==> src/rtl/pfd_lock_detect.sv <==
// PFD lock detector: oversamples up/down, counts error samples per window, runs the lock FSM.
// Optional signed-error output enabled by defining LOCKDET_SIGNED_ERR_EN.
module pfd_lock_detect #(
  parameter int WIN_CYC    = 64,
  parameter int ERR_THR    = 4,
  parameter int UNLOCK_THR = 16,
  parameter int LOCK_WINS  = 8,
  parameter int MISS_MAX   = 2,
  localparam int CNT_W     = $clog2(WIN_CYC + 1)
) (
  input  logic             sampclk,
  input  logic             rst_n,
  input  logic             en,
  input  logic             up,
  input  logic             down,
  output logic             lock,
  output logic             lock_lost,
  output logic             win_valid,
  output logic [CNT_W-1:0] err_cnt,
  output logic [1:0]       state
`ifdef LOCKDET_SIGNED_ERR_EN
  , output logic signed [CNT_W:0] err_sgn
`endif
);

  localparam int GC_W = (LOCK_WINS > 1) ? $clog2(LOCK_WINS + 1) : 1;
  localparam int MS_W = $clog2(MISS_MAX + 2);
  localparam logic [CNT_W-1:0] CNT_ZERO = {CNT_W{1'b0}};
  localparam logic [CNT_W-1:0] WIN_LAST = CNT_W'(WIN_CYC - 1);
  localparam logic [GC_W-1:0]  GC_ZERO  = {GC_W{1'b0}};
  localparam logic [GC_W-1:0]  GC_ONE   = GC_W'(1);
  localparam logic [MS_W-1:0]  MS_ZERO  = {MS_W{1'b0}};
  localparam logic [MS_W-1:0]  MS_ONE   = MS_W'(1);

  typedef enum logic [1:0] {
    UNLOCKED = 2'd0,
    ACQUIRE  = 2'd1,
    LOCKED   = 2'd2,
    HOLD     = 2'd3
  } lk_state_t;

  logic             up_meta_r, up_sync_r, down_meta_r, down_sync_r;
  logic [CNT_W-1:0] wcnt_r, acc_r;
  logic [GC_W-1:0]  good_cnt_r, good_cnt_nx_s;
  logic [MS_W-1:0]  miss_r, miss_nx_s;
  lk_state_t        state_r, state_nx_s;
  logic             err_s, close_s, good_s, gross_s, lost_nx_s, lock_nx_s;
  logic [CNT_W-1:0] e_s;

  // Overlapping up/down cancel: only exclusive activity is a phase error.
  assign err_s   = up_sync_r ^ down_sync_r;
  assign close_s = en & (wcnt_r == WIN_LAST);
  assign e_s     = acc_r + {{(CNT_W-1){1'b0}}, err_s};
  assign good_s  = (int'(e_s) <= ERR_THR);
  assign gross_s = (int'(e_s) > UNLOCK_THR);
  assign state   = state_r;

  // Two-flop synchronizers for the asynchronous PFD pulses.
  always_ff @(posedge sampclk) begin
    if (!rst_n) begin
      up_meta_r   <= 1'b0;
      up_sync_r   <= 1'b0;
      down_meta_r <= 1'b0;
      down_sync_r <= 1'b0;
    end else begin
      up_meta_r   <= up;
      up_sync_r   <= up_meta_r;
      down_meta_r <= down;
      down_sync_r <= down_meta_r;
    end
  end

  // Window counter and error accumulator; publishes the count at window close.
  always_ff @(posedge sampclk) begin
    if (!rst_n) begin
      wcnt_r    <= CNT_ZERO;
      acc_r     <= CNT_ZERO;
      err_cnt   <= CNT_ZERO;
      win_valid <= 1'b0;
    end else if (en) begin
      win_valid <= close_s;
      if (close_s) begin
        wcnt_r  <= CNT_ZERO;
        acc_r   <= CNT_ZERO;
        err_cnt <= e_s;
      end else begin
        wcnt_r <= wcnt_r + CNT_W'(1);
        acc_r  <= e_s;
      end
    end else begin
      win_valid <= 1'b0;
    end
  end

  // Lock FSM next state, stepped only at window close.
  always_comb begin
    state_nx_s    = state_r;
    good_cnt_nx_s = good_cnt_r;
    miss_nx_s     = miss_r;
    if (close_s) begin
      case (state_r)
        UNLOCKED: begin
          if (good_s) begin
            if (LOCK_WINS == 1) begin
              state_nx_s    = LOCKED;
              good_cnt_nx_s = GC_ZERO;
            end else begin
              state_nx_s    = ACQUIRE;
              good_cnt_nx_s = GC_ONE;
            end
          end else begin
            state_nx_s = UNLOCKED;
          end
        end
        ACQUIRE: begin
          if (!good_s) begin
            state_nx_s = UNLOCKED;
          end else if (int'(good_cnt_r) + 1 >= LOCK_WINS) begin
            state_nx_s    = LOCKED;
            good_cnt_nx_s = GC_ZERO;
          end else begin
            good_cnt_nx_s = good_cnt_r + GC_ONE;
          end
        end
        LOCKED: begin
          if (gross_s) begin
            state_nx_s = UNLOCKED;
          end else if (good_s) begin
            miss_nx_s = MS_ZERO;
          end else if (MISS_MAX == 0) begin
            state_nx_s = UNLOCKED;
          end else begin
            state_nx_s = HOLD;
            miss_nx_s  = MS_ONE;
          end
        end
        HOLD: begin
          if (gross_s) begin
            state_nx_s = UNLOCKED;
          end else if (good_s) begin
            state_nx_s = LOCKED;
            miss_nx_s  = MS_ZERO;
          end else if (int'(miss_r) + 1 > MISS_MAX) begin
            state_nx_s = UNLOCKED;
          end else begin
            miss_nx_s = miss_r + MS_ONE;
          end
        end
        default: state_nx_s = UNLOCKED;
      endcase
      if (state_nx_s == UNLOCKED) begin
        good_cnt_nx_s = GC_ZERO;
        miss_nx_s     = MS_ZERO;
      end else begin
        good_cnt_nx_s = good_cnt_nx_s;
      end
    end else begin
      state_nx_s = state_r;
    end
    lock_nx_s = (state_nx_s == LOCKED) || (state_nx_s == HOLD);
    lost_nx_s = ((state_r == LOCKED) || (state_r == HOLD)) && (state_nx_s == UNLOCKED);
  end

  // Lock FSM state and registered status outputs.
  always_ff @(posedge sampclk) begin
    if (!rst_n) begin
      state_r    <= UNLOCKED;
      good_cnt_r <= GC_ZERO;
      miss_r     <= MS_ZERO;
      lock       <= 1'b0;
      lock_lost  <= 1'b0;
    end else begin
      state_r    <= state_nx_s;
      good_cnt_r <= good_cnt_nx_s;
      miss_r     <= miss_nx_s;
      lock       <= lock_nx_s;
      lock_lost  <= lost_nx_s;
    end
  end

`ifdef LOCKDET_SIGNED_ERR_EN
  logic signed [CNT_W:0] sacc_r, sinc_s;

  // Signed step: +1 for up-only, -1 for down-only, 0 otherwise.
  always_comb begin
    if (up_sync_r & ~down_sync_r) begin
      sinc_s = {{CNT_W{1'b0}}, 1'b1};
    end else if (down_sync_r & ~up_sync_r) begin
      sinc_s = {(CNT_W+1){1'b1}};
    end else begin
      sinc_s = {(CNT_W+1){1'b0}};
    end
  end

  // Signed accumulator tracking loop polarity, published alongside err_cnt.
  always_ff @(posedge sampclk) begin
    if (!rst_n) begin
      sacc_r  <= {(CNT_W+1){1'b0}};
      err_sgn <= {(CNT_W+1){1'b0}};
    end else if (close_s) begin
      sacc_r  <= {(CNT_W+1){1'b0}};
      err_sgn <= sacc_r + sinc_s;
    end else if (en) begin
      sacc_r <= sacc_r + sinc_s;
    end
  end
`else
  // Signed-error tracking not built.
`endif

endmodule

==> config.mk <==
export PLATFORM = sky130hd
export DESIGN_NAME = pfd_lock_detect
export DESIGN_NICKNAME = d
export VERILOG_FILES = /design/src/rtl/pfd_lock_detect.sv
export SDC_FILE = /design/constraint.sdc
export NUM_CORES = 1
export LEC_CHECK = 0
export CORE_MARGIN = 3
export CORE_UTILIZATION = 45
export DETAILED_ROUTE_END_ITERATION = 6
export GPL_ROUTABILITY_DRIVEN = 1
export GPL_TIMING_DRIVEN = 0
export PLACE_DENSITY_LB_ADDON = 0.15
export SYNTH_ARGS = -nofsm -noshare
export SYNTH_HDL_FRONTEND = slang
export SYNTH_SLANG_ARGS = --single-unit
==> constraint.sdc <==
create_clock -name sampclk -period 2.12 [get_ports sampclk]
set_input_delay 0.53 -clock sampclk [delete_from_list [all_inputs] [get_ports sampclk]]
set_output_delay 0.53 -clock sampclk [all_outputs]
set_load 0.01 [all_outputs]
### After elaboration in Yosys (flattened, before gate mapping)

Index checks and enable logic that the tools add are counted.

| word-level totals | value |
|---|---|
| word-level logic and storage cells | 73 |
| input port bits | 5 |
| output and inout port bits | 12 |
| flip-flop bits (word level) | 36 |

| cells by class | value |
|---|---|
| bitwise logic cells | 2 |
| equal/unequal tests | 11 |
| multiplexer cells | 25 |
| $lt $le $gt $ge | 4 |
| reduce and logical (&&, ||, !) cells | 12 |
| add/sub/neg operators | 6 |

Operator list:

| kind | count |
|---|---|
| $mux W2 | 14 |
| $mux W4 | 4 |
| $mux W7 | 2 |
| $ne A3 B3 Y1 const B | 4 |
| $eq A2 B2 Y1 const B | 4 |
| $pmux W2 S4 | 1 |
| $pmux W4 S2 | 1 |
| $add A7 B1 Y7 | 1 |
| $add A7 B1 Y7 const B | 1 |
| $eq A7 B6 Y1 const B | 1 |
| $gt A7 B5 Y1 const B | 1 |
| $le A7 B3 Y1 const B | 1 |
| $logic_not A2 Y1 | 3 |
| $reduce_bool A3 Y1 | 2 |
| $add A4 B1 Y5 const B | 1 |
| $ge A5 B4 Y1 const B | 1 |
| $reduce_and A5 Y1 | 1 |
| $add A4 B1 Y4 const B | 1 |
| $ne A4 B4 Y1 const B | 1 |
| $pmux W2 S2 | 1 |
| $reduce_and A2 Y1 | 2 |
| $reduce_and A4 Y1 | 1 |
| $add A2 B1 Y3 const B | 1 |
| $gt A3 B2 Y1 const B | 1 |
| other kinds (7) | 9 |

### Logic depth before layout (Yosys ltp)

Gate-level depths: netlist of the first run.

| logic depth | value |
|---|---|
| word-level depth | 10 |
| depth in mapped cells | 10 |

### Least setup slack after synthesis of the first run

Ideal clock, no wire load.

| timing path | value |
|---|---|
| kind | reg-to-reg |
| from | register down_sync_r |
| to | register state_r[0] (netlist: state[0]) |
| stages on the path, launching flop included | 11 |
| buffers on the path | 1 |
| arrival time | 2.178 ns |
| setup slack | -0.132 ns |
| clock period less this slack | 2.252 ns |
| cell sequence | dfxtp_1 -> xor2_1 -> ha_1 -> ha_1 -> buf_6 -> a211o_1 -> a31oi_1 -> o21ai_2 -> or2_4 -> a211o_1 -> a31oi_1 |

| between the ends | value |
|---|---|
| longest elaborated chain between the ends | 8 |
| elaborated cells on any way between the ends | 13 |
| those cells by class | 1 x add/sub; 2 x order compare; 9 x mux; 1 x bitwise |

RTL lines:

| what | line | text |
|---|---|---|
| from (decl) | 42 | `logic up_meta_r, up_sync_r, down_meta_r, down_sync_r;` |
| from (signal assigned) | 69 | `down_sync_r <= down_meta_r;` |
| $xor A1 B1 Y1 * | 51 | `assign err_s = up_sync_r ^ down_sync_r;` |
| $add A7 B1 Y7 * | 53 | `assign e_s = acc_r + {{(CNT_W-1){1'b0}}, err_s};` |
| $le A7 B3 Y1 | 54 | `assign good_s = (int'(e_s) <= ERR_THR);` |
| $mux W2 (on tied branches) | 140, 128 |  |
| $mux W2 (on tied branches) | 138, 126 |  |
| $pmux W2 S4 * | 101 | `case (state_r)` |
| $mux W2 * (2 in a row) | 100 | `if (close_s) begin` |
| to (signal assigned) | 173 | `state_r <= state_nx_s;` |
| to (decl) | 46 | `lk_state_t state_r, state_nx_s;` |

Mark *: on every way between the ends. The rest lies on a longest branch, timed or not. The select of a mux whose other input is x is not followed.
A chain may end at the register's enable or synchronous reset.

### Final worst setup path of the first run

| timing path | value |
|---|---|
| from | register up_sync_r |
| to | register good_cnt_r[3] |

| between the ends | value |
|---|---|
| longest elaborated chain between the ends | 10 |
| elaborated cells on any way between the ends | 18 |
| those cells by class | 1 x add/sub; 2 x order compare; 2 x eq/ne; 9 x mux; 1 x bitwise; 3 x reduce/logical |

RTL lines:

| what | line | text |
|---|---|---|
| from (decl) | 42 |  |
| from (signal assigned) | 67 | `up_sync_r <= up_meta_r;` |
| $xor A1 B1 Y1 * | 51 |  |
| $add A7 B1 Y7 * | 53 |  |
| named net e_s[1] | 48 | `logic [CNT_W-1:0] e_s;` |
| $le A7 B3 Y1 | 54 |  |
| $mux W2 (on tied branches) | 140, 128 |  |
| $mux W2 (on tied branches) | 138, 126 |  |
| $pmux W2 S4 | 101 |  |
| $mux W2 | 100 |  |
| $logic_not A2 Y1 | 151 | `if (state_nx_s == UNLOCKED) begin` |
| $ne A3 B3 Y1 (no line) or $reduce_bool A3 Y1 (tied branches) | - |  |
| $reduce_and A4 Y1 (no line) | - |  |
| to (signal assigned) | 174 | `good_cnt_r <= good_cnt_nx_s;` |
| to (decl) | 44 | `logic [GC_W-1:0] good_cnt_r, good_cnt_nx_s;` |

Mark *: on every way through the listed nets, which the timed path passes. The rest lies on a longest branch. The select of a mux whose other input is x is not followed.

==> results of run 1 <==
## what timing repair did
| action | CTS | global route |
|---|---|---|
| gates resized for setup | 15 | 8 |
| setup endpoints to repair | 15 | 20 |
| endpoints found under the hold margin | 0 | 0 |
| setup buffers | 6 | 2 |
| pin swaps | 16 | 9 |
## cell usage in the layout, fill, tap and decap left out, types with 4 or more instances in the layout
master           Yosys  final
clkbuf_1             5      6
and2_1               7      7
nand2_1             25     25
dfxtp_1             35     33
ha_1                 7      5
a21oi_1              6      5
xnor2_1              4      4
and3_1               7      7
nor2_1               8      6
o211a_1              4      4
clkdlybuf4s50_1      0     16
nor3_1               4      4
o21ai_0              5      4
nor2b_1              9      9
clkbuf_8             0      5
buf_4                1      8
a21boi_0             8      7
nand3_1              9      8
## cell families (layout without fill, tap and decap cells)
kind of cell               Yosys count  count (layout)  synth area share (%)
AOI/OAI and AO/OA                   43              43                  17.4
DFF                                 35              35                  39.5
xor gates and xnor gates             7               7                  3.46
adders and majority gates            7               7                  4.94
buffers and inverters               14              45                  4.87
and+or+nand+nor                     90              90                  28.7
muxes                                2               2                  1.13
## worst paths after layout
check / from / endpoint / slack (ns) / cells after the start
worst min-delay path: down_meta_r / down_sync_r / 0.44 / 1
worst min register to register: down_meta_r / down_sync_r / 0.44 / 1
worst max-delay path: up_sync_r / good_cnt_r[3] / -0.09 / 9
worst max register to register: up_sync_r / good_cnt_r[3] / -0.09 / 9
## layout make-up
class,instances,share of cell area (%)
clock inverters,1,0.221
well taps,48,2.65
inverters,4,0.662
plain buffers,9,2.70
clock buffers,7,3.37
repair buffers,24,10.3
flip-flops and latches,35,31.0
multi-input cells,149,49.1
## registers in the layout, summed over array words and instances (netlist names)
name	cells
acc_r	7
err_cnt	7
wcnt_r	7
good_cnt_r	4
miss_r	2
down_meta_r	1
down_sync_r	1
lock	1
lock_lost	1
state	1
up_meta_r	1
up_sync_r	1
win_valid	1
## per-layer routing
layer	up-vias	part of all wire (%)	global-route usage, %
li1	758	-	-
met1	744	43	23.0
met2	34	52	32.5
met3	4	4.0	5.35
met4	0	0.90	7.54
met5	-	0	0
## where the power goes
part / internal, mW / switching (mW) / leakage [nW] / total [mW]
clock: 0.230 / 0.228 / 0.0422 / 0.458
combinational: 0.0309 / 0.0358 / 0.550 / 0.0666
sequential: 0.666 / 0.00497 / 0.284 / 0.671
## metrics by stage
step | worst slack, ns | area [um2] | TNS (ns) | std cells | util (%)
finish | -0.0890 | 2270 | -0.436 | 277 | 61.0
global route | -0.249 | 2270 | -1.70 | 277 | 61.0
CTS | -0.114 | 2220 | -0.687 | 275 | 59.8
detailed placement | -0.357 | 2020 | -6.35 | 262 | 54.4
global placement | -0.334 | 2020 | -5.58 | 262 | 54.4
floorplan | -0.00597 | 1800 | -0.00597 | 198 | -
## critical path, stage by stage, from the launching register on
cell      delay [ns]
dfxtp_2         0.32
xor2_1          0.16
ha_2            0.23
ha_4            0.21
a211o_1         0.26
a31oi_4         0.18
o21ai_4         0.15
a211oi_4        0.31
nand2b_1        0.17
and3_1          0.15
==> results.md, run 1 <==
* Fin Hold WS at 0.440 ns
* Syn Nets at 210
* Clk slew on worst S/H paths at 0.07 ns
* WS Path Type: flip-flop to flip-flop
* First-pass GRT wire length at 6790 um
* Worst-skew pair later-pin latency at 0.28 ns
* Final wirelength at 4120 um
* Final hold vios at 0
* Post-DP HPWL at 2790 um
* Routed vias/inst at 5.56
* Commonest cells post-synth: 35 x dfxtp_1, 25 x nand2_1, 9 x nand3_1, 9 x nor2b_1
* Die X at 68.7 um
* Filler cells at 327
* H-Tree Depth at 2
* Max-cap violations at 0
* Io pins at 17
* Leak at 0.876 nW
* Avg Cell Area, Syn at 8.95 um2
* CTS Root Cell: clkbuf_8
* Status: finished with violations
* Hold_buf cts at 0
* N_diodes at 0
* Commonest register cell after synthesis: dfxtp_1
* Initial antenna violation count at 0
* Setup crit end kind: flip-flop
* Max Clk Rate at 0.453 GHz
* Final period util at 104%
* IO buf count at 16
* RSZ-0062 raised after global routing: true
* Largest net degree at the start of global routing at 12
* Register bit total from synthesis at 35
* EDFF count, synth at 0
* Clock buffer depth at 2
* Count of final setup violators at 6
* Yosys cell types at 46
* Remaining global-route overflow at 0
* Initial Util at 47.7%
* Crit path DAT at 2.44 ns
* Slew Viols, Final at 0
* Top-area cell type share of the netlist area at 39.5%
* First DRT Iteration DRCs at 62
* CP Max Fanout at 6
* DR vias at 1540
* Post-route ant nets at 0
* Slew HR at 68.5%
* Seq/Total Area, Yosys at 39.5%
* Fin Clk Skew at 0.00423 ns
* Die Y-Extent at 68.7 um
* GP Congestion at 0.843
* Netlist Area Pre-Place at 1770 um2
* Synth async-reset ratio at 0%
* DRT Pass-1 Iters at 5
* Worst-Margin Slew at 0.473 ns
* CTS buffer count at 5
* Count leader, synth: dfxtp_1
* Yosys warnings at 0
* Gr usage total at 19.2%
* Register Area at 703 um2
* Synth-to-layout area growth at 28.0%
* CTS tree: done
* Core box area at 3720 um2
* Sink Count at 35
* Min cycle time layout at 2.21 ns
* PwrDens at 527 nW/um2
* Num rows at 22
* Multi-input gate area at 1110 um2
* DR WL/cell at 14.9 um
* Vias in the first global route at 1509
* Fraction of layout cells with a size suffix above 1 at 18.3%
* Failing checks: negative setup slack
* Max VDD drop at 0.297 mV
* Top cells by area, synth: dfxtp_1 40%, nand2_1 5.3%, ha_1 4.9%
* Synth Instances at 198
* Critical path required time at 2.35 ns
* Top cell type by total area after synthesis: dfxtp_1
* DIE AREA at 4730 um2
* HP Class: flip-flop to flip-flop
* Tot Pwr at 1.20 mW
* Nets at 240
* Slack of the critical path at -0.0890 ns
* Drt drc at 0
* Startpoint Class: flip-flop
(Power assumes the default switching activity.)
==> run 2: changes to the inputs <==
- TNS_END_PERCENT: unset -> 30
==> run 2 against run 1 <==
The run still ends with negative setup slack left. Flip-flop and latch count unchanged. Sequential power hardly changed. Final area increased by 2.2%. Core utilization grew 1.3 points. First-iteration DRC count is 73% higher. Clock skew barely moved. Wire length grew 4.1%. Clock-buffer cell count is 1 lower. Power is 3.6% higher. Clock power up 7.6%.
==> results.md, run 2 (same netlist as run 1, synthesis figures left out) <==
* Fin Hold WS at 0.431 ns (-0.00817 ns)
* Fraction of layout cells with a size suffix above 1 at 22.0% (+3.6 points)
* Worst-skew pair later-pin latency at 0.28 ns (about the same)
* Num rows at 22 (unchanged)
* Remaining global-route overflow at 0 (unchanged)
* Post-Layout Cell Count at 280 (+1.1%)
* HP Class: flip-flop to flip-flop
* GP Congestion at 0.849 (+0.72%)
* Initial Util at 47.7% (unchanged)
* Final period util at 105% (+1.0 points)
* Worst-Margin Slew at 0.560 ns (+0.0874 ns)
* IO buf count at 16 (unchanged)
* H-Tree Depth at 2 (unchanged)
* Max-cap violations at 0 (unchanged)
* Post-DP HPWL at 2900 um (+4.0%)
* Initial antenna violation count at 0 (unchanged)
* DR WL/cell at 15.3 um (+2.9%)
* Post-route ant nets at 0 (unchanged)
* Crit path DAT at 2.45 ns (about the same)
* Finished Core Util at 62.3% (+1.3 points)
* Commonest cells after routing, fill and taps aside: 32 x dfxtp_1, 25 x nand2_1, 16 x clkdlybuf4s50_1
* Routed vias/inst at 5.62 (+1.0%)
* Status: finished with violations
* Min cycle time layout at 2.23 ns (+0.0218 ns)
* Most common cell after layout, fill and taps aside: dfxtp_1
* WS Path Type: flip-flop to flip-flop
* Sink Count at 35 (unchanged)
* Setup crit end kind: flip-flop
* Largest net degree at the start of global routing at 12 (unchanged)
* CTS Root Cell: clkbuf_8
* Post-Place Cells at 262 (unchanged)
* Critical path required time at 2.34 ns (about the same)
* Io pins at 17 (unchanged)
* Count of final setup violators at 8 (+2)
* Largest regs: acc_r x7, err_cnt x7, wcnt_r x7
* Nets at 244 (+1.7%)
* Max VDD drop at 0.393 mV (+32%)
* CTS tree: done
* Die X at 68.7 um (unchanged)
* Startpoint Class: flip-flop
* Final hold vios at 0 (unchanged)
* Filler cells at 308 (-5.8%)
* Tot Pwr at 1.24 mW (+3.6%)
* Slew Viols, Final at 0 (unchanged)
* Drt drc at 0 (unchanged)
* Core box area at 3720 um2 (unchanged)
* DRT Pass-1 Iters at 4 (-1)
* Final wirelength at 4290 um (+4.1%)
* Placed cell area at 2020 um2 (unchanged)
* RSZ-0062 raised after global routing: true
* N_diodes at 0 (unchanged)
* Failing checks: negative setup slack
* CTS buffer count at 5 (unchanged)
* DIE AREA at 4730 um2 (unchanged)
* Synth-to-layout area growth at 30.7%
* Slack of the critical path at -0.111 ns (-0.0218 ns)
* Clock buffer depth at 2 (unchanged)
* Hold_buf cts at 0 (unchanged)
* Clk slew on worst S/H paths at 0.07 ns (about the same)
* Place WS at -0.360 ns (-0.00294 ns)
* Max Clk Rate at 0.448 GHz (-0.98%)
* Vias in the first global route at 1523 (+0.93%)
* Die Y-Extent at 68.7 um (unchanged)
* PwrDens at 535 nW/um2 (+1.4%)
* First-pass GRT wire length at 7150 um (+5.3%)
* CP Max Fanout at 6 (unchanged)
* Leak at 0.901 nW (+2.9%)
* Fin Clk Skew at 0.00460 ns (+0.000364 ns)
* Slew HR at 62.6% (-5.9 points)
* Gr usage total at 20.2% (+0.91 points)
* Setup TNS at -0.561 ns (-0.125 ns)
* DR vias at 1573 (+2.1%)
* First DRT Iteration DRCs at 107 (+73%)
* Design Area, Final at 2320 um2 (+2.2%)
run 2: power breakdown:
group | internal, mW | leakage, nW | total, mW | switching, mW
clock | 0.255 | 0.0470 | 0.493 | 0.238
sequential | 0.666 | 0.284 | 0.671 | 0.00565
combinational | 0.0373 | 0.569 | 0.0746 | 0.0372
total | 0.958 | 0.901 | 1.24 | 0.281
run 2: critical path, stage by stage, from the launching register on:
cell	delay (ns)
dfxtp_2	0.33
xor2_2	0.16
ha_2	0.20
ha_4	0.25
a211o_1	0.26
a31oi_4	0.17
o21ai_4	0.13
or2_4	0.29
a211o_1	0.23
a31oi_1	0.14
run 2: path summary, 6_finish.rpt:
path	from	end	slack [ns]	cells after the start
hold reg to reg	up_meta_r	up_sync_r	0.43	1
hold / removal	up_meta_r	up_sync_r	0.43	1
setup / recovery	up_sync_r	state[0]	-0.11	9
setup reg to reg	up_sync_r	state[0]	-0.11	9
run 2: repair_timing:
action	CTS	global route
endpoints found under the setup margin	15	21
pin swaps	8	8
resized for setup	14	13
buffers inserted	7	5
run 2: area by class of cell:
class,count,area [um2],share of cell area (%)
plain buffers,9,61.3,2.65
flip-flops and latches,35,704,30.4
repair buffers,28,254,11.0
inverters,4,15.0,0.648
clock buffers,6,82.6,3.57
well taps,48,60.1,2.59
multi-input cells,149,1130,48.9
clock inverters,1,5.00,0.216
run 2: per-layer routing:
metal / up-vias / routed length (um) / GRT usage, %
li1: 764 / - / -
met1: 749 / 1850 / 24.1
met2: 46 / 2110 / 34.9
met3: 14 / 223 / 5.35
met4: 0 / 104 / 6.57
met5: - / 0 / 0
